==> config.mk <==
export PLATFORM = sky130hd
export DESIGN_NAME = mat_row_store
export DESIGN_NICKNAME = d
export VERILOG_FILES = /design/src/rtl/mia_mat_pkg.sv /design/src/rtl/mat_row_store_ctrl.sv /design/src/rtl/mat_row_store.sv
export SDC_FILE = /design/constraint.sdc
export NUM_CORES = 2
export LEC_CHECK = 0
export CAP_MARGIN = 20
export CORE_AREA = 2 2 608 610
export DETAILED_ROUTE_END_ITERATION = 7
export DIE_AREA = 0 0 610 612
export DONT_BUFFER_PORTS = 1
export SETUP_SLACK_MARGIN = 0.3
export SLEW_MARGIN = 40
export SYNTH_ARGS = -nofsm -noshare
export SYNTH_HDL_FRONTEND = slang
export SYNTH_SLANG_ARGS = --single-unit
export TNS_END_PERCENT = 30
==> constraint.sdc <==
create_clock -name clk_i -period 5.38 [get_ports clk_i]
set_clock_uncertainty 0.1 [all_clocks]
set_input_delay 1.076 -clock clk_i [delete_from_list [all_inputs] [get_ports clk_i]]
set_output_delay 1.076 -clock clk_i [all_outputs]
set_load 0.02 [all_outputs]
==> src/rtl/mia_mat_pkg.sv <==
// Shared types and helpers for the row-organised complex matrix store.
// Element packing is {imag, real}; a row holds SIZE elements, element 0 lowest.
package mia_mat_pkg;

    localparam int WIDTH = 64;
    localparam int SIZE  = 4;

    typedef struct packed {
        logic [WIDTH-1:0] im;
        logic [WIDTH-1:0] re;
    } cplx_t;

    typedef cplx_t [SIZE-1:0] row_t;

    localparam logic [0:0] ST_IDLE  = 1'b0;
    localparam logic [0:0] ST_CLEAR = 1'b1;

    // Column bus word 2i is real(row i), word 2i+1 is imag(row i).
    function automatic cplx_t col_to_elem(input logic [2*SIZE*WIDTH-1:0] col,
                                          input int i);
        cplx_t e;
        e.re = col[2*i*WIDTH +: WIDTH];
        e.im = col[(2*i+1)*WIDTH +: WIDTH];
        return e;
    endfunction

    function automatic cplx_t row_elem(input row_t row, input int j);
        return row[j];
    endfunction

endpackage

==> src/rtl/mat_row_store_ctrl.sv <==
// IDLE/CLEAR sequencer, clear row counter, column bitmap and done pulses.
// Ports: clk_i, rst_ni, flush_i, clear_i, col_we_i/col_addr_i in; idle_o, busy_o, clear_we_o, clear_row_o, col_done_o, clear_done_o out.
module mat_row_store_ctrl #(
    parameter int SIZE = 4,
    localparam int AW = (SIZE > 1) ? $clog2(SIZE) : 1
) (
    input  logic          clk_i,
    input  logic          rst_ni,
    input  logic          flush_i,
    input  logic          clear_i,
    input  logic          col_we_i,
    input  logic [AW-1:0] col_addr_i,
    output logic          idle_o,
    output logic          busy_o,
    output logic          clear_we_o,
    output logic [AW-1:0] clear_row_o,
    output logic          col_done_o,
    output logic          clear_done_o
);
    import mia_mat_pkg::*;

    logic [0:0]      state;
    logic [AW-1:0]   cnt;
    logic [SIZE-1:0] bitmap;
    logic [SIZE-1:0] col_bit;
    logic [SIZE-1:0] bitmap_nxt;

    always_comb begin
        col_bit = '0;
        if (col_we_i) col_bit[col_addr_i] = 1'b1;
        bitmap_nxt = bitmap | col_bit;
    end

    always_ff @(posedge clk_i or negedge rst_ni) begin
        if (!rst_ni) begin
            state        <= ST_IDLE;
            cnt          <= '0;
            bitmap       <= '0;
            col_done_o   <= 1'b0;
            clear_done_o <= 1'b0;
        end else begin
            col_done_o   <= 1'b0;
            clear_done_o <= 1'b0;
            if (flush_i) begin
                state  <= ST_IDLE;
                cnt    <= '0;
                bitmap <= '0;
            end else begin
                unique case (1'b1)
                    (state == ST_IDLE): begin
                        if (clear_i) begin
                            state <= ST_CLEAR;
                            cnt   <= '0;
                        end
                        // Completion drops the bitmap so a rewrite cannot re-pulse.
                        if (&bitmap_nxt) begin
                            bitmap     <= '0;
                            col_done_o <= 1'b1;
                        end else begin
                            bitmap <= bitmap_nxt;
                        end
                    end
                    (state == ST_CLEAR): begin
                        if (cnt == AW'(SIZE - 1)) begin
                            state        <= ST_IDLE;
                            cnt          <= '0;
                            bitmap       <= '0;
                            clear_done_o <= 1'b1;
                        end else begin
                            cnt <= cnt + AW'(1);
                        end
                    end
                    default: state <= ST_IDLE;
                endcase
            end
        end
    end

    assign busy_o      = (state == ST_CLEAR);
    assign idle_o      = (state == ST_IDLE);
    assign clear_we_o  = busy_o;
    assign clear_row_o = cnt;

endmodule

==> src/rtl/mat_row_store.sv <==
// Complex matrix row store: registered row reads, row writes, transposed column writes, sequenced clear.
// Ports: read req/resp (rd_*), row write (wr_*), column write (col_*), flush_i/clear_i control, status pulses and busy_o.
module mat_row_store #(
    parameter int SIZE  = 4,
    parameter int WIDTH = 64,
    localparam int AW = (SIZE > 1) ? $clog2(SIZE) : 1,
    localparam int EW = 2 * WIDTH
) (
    input  logic                    clk_i,
    input  logic                    rst_ni,
    input  logic                    flush_i,
    input  logic                    clear_i,
    input  logic [AW-1:0]           rd_addr_i,
    input  logic                    rd_addr_valid_i,
    output logic                    rd_ready_o,
    output logic [SIZE*EW-1:0]      rd_row_o,
    output logic [AW-1:0]           rd_addr_o,
    output logic                    rd_row_valid_o,
    input  logic [SIZE*EW-1:0]      wr_row_i,
    input  logic [AW-1:0]           wr_addr_i,
    input  logic                    wr_valid_i,
    input  logic [2*SIZE*WIDTH-1:0] col_i,
    input  logic [AW-1:0]           col_addr_i,
    input  logic                    col_valid_i,
    output logic                    wr_ready_o,
    output logic                    col_done_o,
    output logic                    clear_done_o,
    output logic                    busy_o
);
    import mia_mat_pkg::*;

    logic          idle;
    logic          clear_we;
    logic [AW-1:0] clear_row;
    logic          rd_ok;
    logic          wr_ok;
    logic          col_ok;
    logic          rd_acc;
    logic          row_we;
    logic          col_we;
    logic          zero_we;

    logic [EW-1:0]      mem [SIZE][SIZE];
    logic [SIZE*EW-1:0] rd_mux;

    generate
        if ((1 << AW) == SIZE) begin : g_pow2
            assign rd_ok  = 1'b1;
            assign wr_ok  = 1'b1;
            assign col_ok = 1'b1;
        end else begin : g_npow2
            assign rd_ok  = (rd_addr_i < AW'(SIZE));
            assign wr_ok  = (wr_addr_i < AW'(SIZE));
            assign col_ok = (col_addr_i < AW'(SIZE));
        end
    endgenerate

    assign rd_ready_o = idle & ~flush_i;
    assign wr_ready_o = idle & ~flush_i;
    assign rd_acc     = rd_addr_valid_i & rd_ready_o;
    assign row_we     = wr_valid_i & wr_ready_o & wr_ok;
    assign col_we     = col_valid_i & wr_ready_o & col_ok;
    assign zero_we    = clear_we & ~flush_i;

    mat_row_store_ctrl #(.SIZE(SIZE)) u_ctrl (
        .clk_i        (clk_i),
        .rst_ni       (rst_ni),
        .flush_i      (flush_i),
        .clear_i      (clear_i),
        .col_we_i     (col_we),
        .col_addr_i   (col_addr_i),
        .idle_o       (idle),
        .busy_o       (busy_o),
        .clear_we_o   (clear_we),
        .clear_row_o  (clear_row),
        .col_done_o   (col_done_o),
        .clear_done_o (clear_done_o)
    );

    // Storage is deliberately unreset; the column assignment comes last so
    // it overrides a same-cycle row write at the intersection.
    always_ff @(posedge clk_i) begin
        for (int i = 0; i < SIZE; i++) begin
            for (int j = 0; j < SIZE; j++) begin
                if (zero_we && clear_row == AW'(i)) begin
                    mem[i][j] <= '0;
                end else begin
                    if (row_we && wr_addr_i == AW'(i))
                        mem[i][j] <= wr_row_i[j*EW +: EW];
                    if (col_we && col_addr_i == AW'(j))
                        mem[i][j] <= {col_i[(2*i+1)*WIDTH +: WIDTH],
                                      col_i[2*i*WIDTH +: WIDTH]};
                end
            end
        end
    end

    always_comb begin
        rd_mux = '0;
        if (rd_ok) begin
            for (int j = 0; j < SIZE; j++)
                rd_mux[j*EW +: EW] = mem[rd_addr_i][j];
        end
    end

    always_ff @(posedge clk_i or negedge rst_ni) begin
        if (!rst_ni) begin
            rd_row_o       <= '0;
            rd_addr_o      <= '0;
            rd_row_valid_o <= 1'b0;
        end else begin
            rd_row_valid_o <= rd_acc;
            if (rd_acc) begin
                rd_row_o  <= rd_mux;
                rd_addr_o <= rd_addr_i;
            end
        end
    end

endmodule

After elaboration in Yosys (flattened, before gate mapping)

Memory sizes are Yosys's and may differ from the RTL's. A register that Yosys moved wholly into a read port is not among the register bits.
Cells that the tools add are included.

Bits in registers: 12
Memory bits (writable): 2048
Input bits: 1037
Output and inout port bits: 520
Logic and storage cells: 189
Memories: 1

Add/sub/neg operators: 1
Order comparisons: 2
Eq/ne operators: 11
Multiplexer cells: 109
Bitwise logic cells: 40
Reductions and logical operators: 18

Memory list:

| memory | words | bits a word | read ports | clocked after memory_dff | wr ports | line                | text |
|---|---|---|---|---|---|---|---|
| mem    | 4     | 512         | 1          | 1                        | 4        | mat_row_store.sv:43 | `logic [EW-1:0] mem [SIZE][SIZE];` |

Operators by type and width:

| cell                                                                                 | count |
|---|---|
| 128-bit two-way mux                                                                  | 32 |
| 1-bit two-way mux                                                                    | 66 |
| 1-bit OR                                                                             | 32 |
| 4-bit two-way mux                                                                    | 4 |
| 1-bit logical AND                                                                    | 13 |
| 2-bit == test (second input constant)                                                | 6 |
| 4-bit one-hot mux with 2 select lines                                                | 1 |
| 2-bit by 1-bit == test with 1-bit output (second input constant)                     | 3 |
| 2-bit zero test                                                                      | 3 |
| 2-bit two-way mux                                                                    | 3 |
| 3-bit inequality test (second input constant)                                        | 2 |
| 1-bit AND                                                                            | 5 |
| 4-bit OR                                                                             | 1 |
| 2-bit one-hot mux with 2 select lines                                                | 1 |
| 4-bit AND reduction                                                                  | 1 |
| 2-bit by 3-bit < comparator with 1-bit output (second input constant)                | 1 |
| 2-bit by 1-bit adder with 2-bit output (second input constant)                       | 1 |
| 1-bit demux with 2-bit select                                                        | 1 |
| 2-bit by 1-bit greater-or-equal comparator with 1-bit output (second input constant) | 1 |
| 1-bit inverter                                                                       | 2 |
| 1-bit one-hot mux with 2 select lines                                                | 1 |
| 1-bit zero test                                                                      | 1 |

Depth between registers and ports, before layout

Word-level depth: 10
Mapped depth: 8
Mapped depth without buffers: 6

Cells and area by module

A second synthesis with hierarchy kept.

Cells, all modules: 12489
Area, all modules: 141575.8 um2

By module, submodules not included:

| module             | times used | cells each | area an instance (um2) | seq. area each (um2) |
|---|---|---|---|---|
| mat_row_store      | 1          | 12449      | 141144.1               | 74386.3 |
| mat_row_store_ctrl | 1          | 40         | 431.7                  | 225.2 |

Least setup slack after synthesis

Ideal clock, no wire load.

Path kind: input-to-reg
From: input port flush_i
To: memory mem[2][0] (netlist bit) (enable)
Library setup time: 0.492 ns
Arrival: 4.437 ns
Data required time: 4.788 ns
Setup slack: 0.351 ns
Cell stages on the path: 4
Cell sequence: buf_2 nor3b_1 nand2_1 nand2_1

RTL lines:

| what               | line                | text |
|---|---|---|
| start: declaration | mat_row_store.sv:11 | `input logic flush_i,` |
| end: declaration   | mat_row_store.sv:43 |  |

==> results.md <==
- CP startpoint: u_ctrl.busy_o
- Rel. slew slack: 25.96%
- DIE AREA: 0.3733 mm^2
- Share of layout cells above drive strength 1: 23.04%
- Remaining global-route overflow: 0
- Synth cell types: 35
- Gpl congestion: 0.9103
- Internal Dissipation: 36.89 mW
- Worst-skew pair later-pin latency: 920 ps
- Port Buf Inserts: 0
- Slew Limit Fails: 0
- Routed WL: 499.3 mm
- Tcrit/Tclk final: 68.42%
- RSZ-0062 raised after global routing: false
- Min Tclk post-route: 3681 ps
- FILL cells: 34,110
- CTS clk-pin slew, worst paths: 60 ps
- CP startpoint kind: flop
- Status: finished clean
- DRT Pass-1 Iters: 6
- Std-Cell Core Area: 0.3672 mm^2
- Area leader, netlist: edfxtp_1
- H-Tree Depth: 5
- Die width: 610 um
- Cell Pwr Density: 381.9 mW/mm^2
- Clock Tree Buf Depth: 4
- Clk network pwr share: 42.0%
- Post-DP HPWL: 352.5 mm
- Slowest-stage cell, CP: dfrtp_1
- Total area of sequential cells: 0.07462 mm^2
- Synthesized cell area: 0.1137 mm^2
- Die height: 612 um
- Starting DRT DRC Count: 10,710
- Worst slew pin tran: 1111 ps
- Main flop type after synthesis: edfxtp_1
- Num CTS Buffers: 295
- Synth Register Bits: 2,572
- Antenna violations before repair: 54
- Gr usage total: 25.71%
- Crit path cell chain: or2_4, inv_4, nand3_1, nor2_4, buf_16, buf_4, a22o_1
- Fin util: 35.90%
- Mapped Cells: 6,380
- Worst path arrival time: 4350 ps
- Final nets: 7,444
- Max-Cap Viols: 0
- Number of flops mapped to enable cells by yosys: 2,048
- IO Pins: 1,557
- Final hold vios: 0
- Initial Util: 30.96%
- Peak VDD IR: 0.2650 mV
- Post-CTS setup repair buffer count: 0
- Root Buffer: clkbuf_16
- Flop pwr share: 50.8%
- Worst hold start: flush_i
- Critical Path RT: 6050 ps
- Comb power frac: 7.2%
- CTS tree: yes
- Drt wl/cell: 42.86 um
- Sw frac: 26.71%
- Syn_area_per_cell: 17.82 um^2
- Detailed-route DRC error count: 0
- Final ANT Viol Nets: 0
- Largest net degree at the start of global routing: 165
- Area delta synth->final: 15.95%
- Crit-path max cell delay: 630 ps
- Clock sink total: 2,572
- Top cells by area, synth: edfxtp_1, a22o_1, dfrtp_1
- Detailed-route via count: 74,670
- Multi-input logic area: 0.03613 mm^2
- First-pass GRT wire length: 657.6 mm
- Psw: 13.44 mW
- Hold Crit Class: input port to flop
- # rows: 223
- Async S/R FF share, synth: 20.37%
- Critical path capture point type: flop
- Reg2reg start: u_ctrl.busy_o
- Ys Warns: 0
- TNS Setup: 0 ps
- Vias in the first global route: 71,710
- Sequential area share after synthesis: 65.64%
- Syn Nets: 7,421
- Final Setup Violations: 0
- CP Class: flop to flop
- Fmax: 271.6 MHz
- Share of the synthesized area in the top cell type: 54.10%
- Synth top cells by count: a22o_1, edfxtp_1, dfrtp_1
- Leak pwr: 45.17 nW
- Crit-path max FO: 38
- Via-to-Cell Ratio: 6.409
## routing by layer
layer / global-route usage (%) / routed length, um / up-vias
met1: 29.83 / 165600 / 39600
met5: 0 / 84 / -
met4: 17.50 / 38890 / 12
met2: 40.12 / 228500 / 6276
met3: 8.874 / 66230 / 1326
li1: - / - / 27450
## worst paths after layout
check / slack [ps] / depth (start not counted) / endpoint
min reg2reg: 450 / 2 / u_ctrl.bitmap[1]
min in group asynchronous: 570 / 2 / rd_row_o[143]
max: 1700 / 7 / mem[2][448]
max reg2reg: 1700 / 7 / mem[2][448]
max in group asynchronous: 2670 / 5 / rd_row_o[334]
min: 150 / 1 / u_ctrl.clear_row_o[1]
## worst max-delay path, delay by kind of cell, from the launching register on
| family | cells | cell delay (ps) |
|---|---|---|
| compound gates | 1 | 230 |
| buf+inv | 3 | 1040 |
| flops | 1 | 630 |
| simple gates | 3 | 1400 |
## cell usage in the layout (no fill, tap or decap), types with 5 or more instances in the layout
cell type	instances
nor2_1	5
edfxtp_1	2048
clkinv_2	19
clkbuf_8	54
clkbuf_1	80
dfrtp_1	521
clkbuf_16	299
clkinv_16	11
a22o_1	2048
bufinv_16	24
nand2_4	8
mux2_1	333
nor2b_1	5
nand2_8	8
mux4_2	512
diode_2	158
nand2_1	11
inv_6	13
nor2_4	16
clkinv_4	5
a21oi_1	6
buf_4	224
clkinvlp_4	6
o21ai_0	5
buf_12	107
inv_16	5
mux2_2	181
buf_16	22
clkinv_1	28
## kinds of logic (layout without fill, tap and decap cells)
kind of cell               Yosys count  count (layout)  share of synthesized area, %
DFF                               2572            2572                         65.64
AOI/OAI and AO/OA                 2065            2065                         15.87
muxes                             1028            1028                         15.25
buffers and inverters              632             907                         2.868
and+or+nand+nor                     79              79                        0.3302
adders and majority gates            4               4                       0.04403
other                                0             158                             0
## sequential cells by signal, indices dropped and copies added, names as in the netlist
name	cells
rd_addr_o	2
u_ctrl.col_done_o	1
u_ctrl.bitmap	4
rd_row_o	512
u_ctrl.clear_done_o	1
rd_row_valid_o	1
u_ctrl.busy_o	1
mem	2048
u_ctrl.clear_row_o	2
## cell type report
| class | instances | area share (%) |
|---|---|---|
| antenna | 158 | 0.3000 |
| inverter | 4 | 0.01329 |
| tap | 4837 | 4.592 |
| multi-input combinational | 3176 | 27.41 |
| clock buffer | 433 | 6.468 |
| clock inverter | 116 | 1.237 |
| timing repair buffer | 354 | 3.368 |
| sequential | 2572 | 56.61 |
## timing repair
item                      CTS  global route
hold buffers                0             1
hold endpoints to repair    0            56
gates resized for setup     0             0
## through the flow
| stage | hold WS, ps | cell area, um^2 | setup WS [ps] | power, mW | instances |
|---|---|---|---|---|---|
| 6_report | 147.3 | 131800 | 1699 | 50.33 | 11650 |
| 5_1_grt | 97.44 | 131800 | 1648 | 51.51 | 11630 |
| 4_1_cts | 36.14 | 131300 | 1779 | 50.48 | 11490 |
| 3_5_place_dp | 426.6 | 121100 | 1443 | 29.57 | 10940 |
| 3_3_place_gp | 398.8 | 120500 | 1219 | 29.21 | 10920 |
| 2_1_floorplan | 367.0 | 113700 | 351.1 | 27.34 | 6380 |
## power groups by stage
| stage | Clock (mW) | Sequential [mW] | Combinational (mW) |
|---|---|---|---|
| floorplan | 0 | 25.1 | 2.28 |
| global placement | 0 | 25.9 | 3.29 |
| detailed placement | 0 | 26.0 | 3.60 |
| CTS | 21.3 | 25.6 | 3.61 |
| global route | 22.1 | 25.6 | 3.81 |
| finish | 21.1 | 25.6 | 3.62 |
Power figures use the tool's default switching activity.
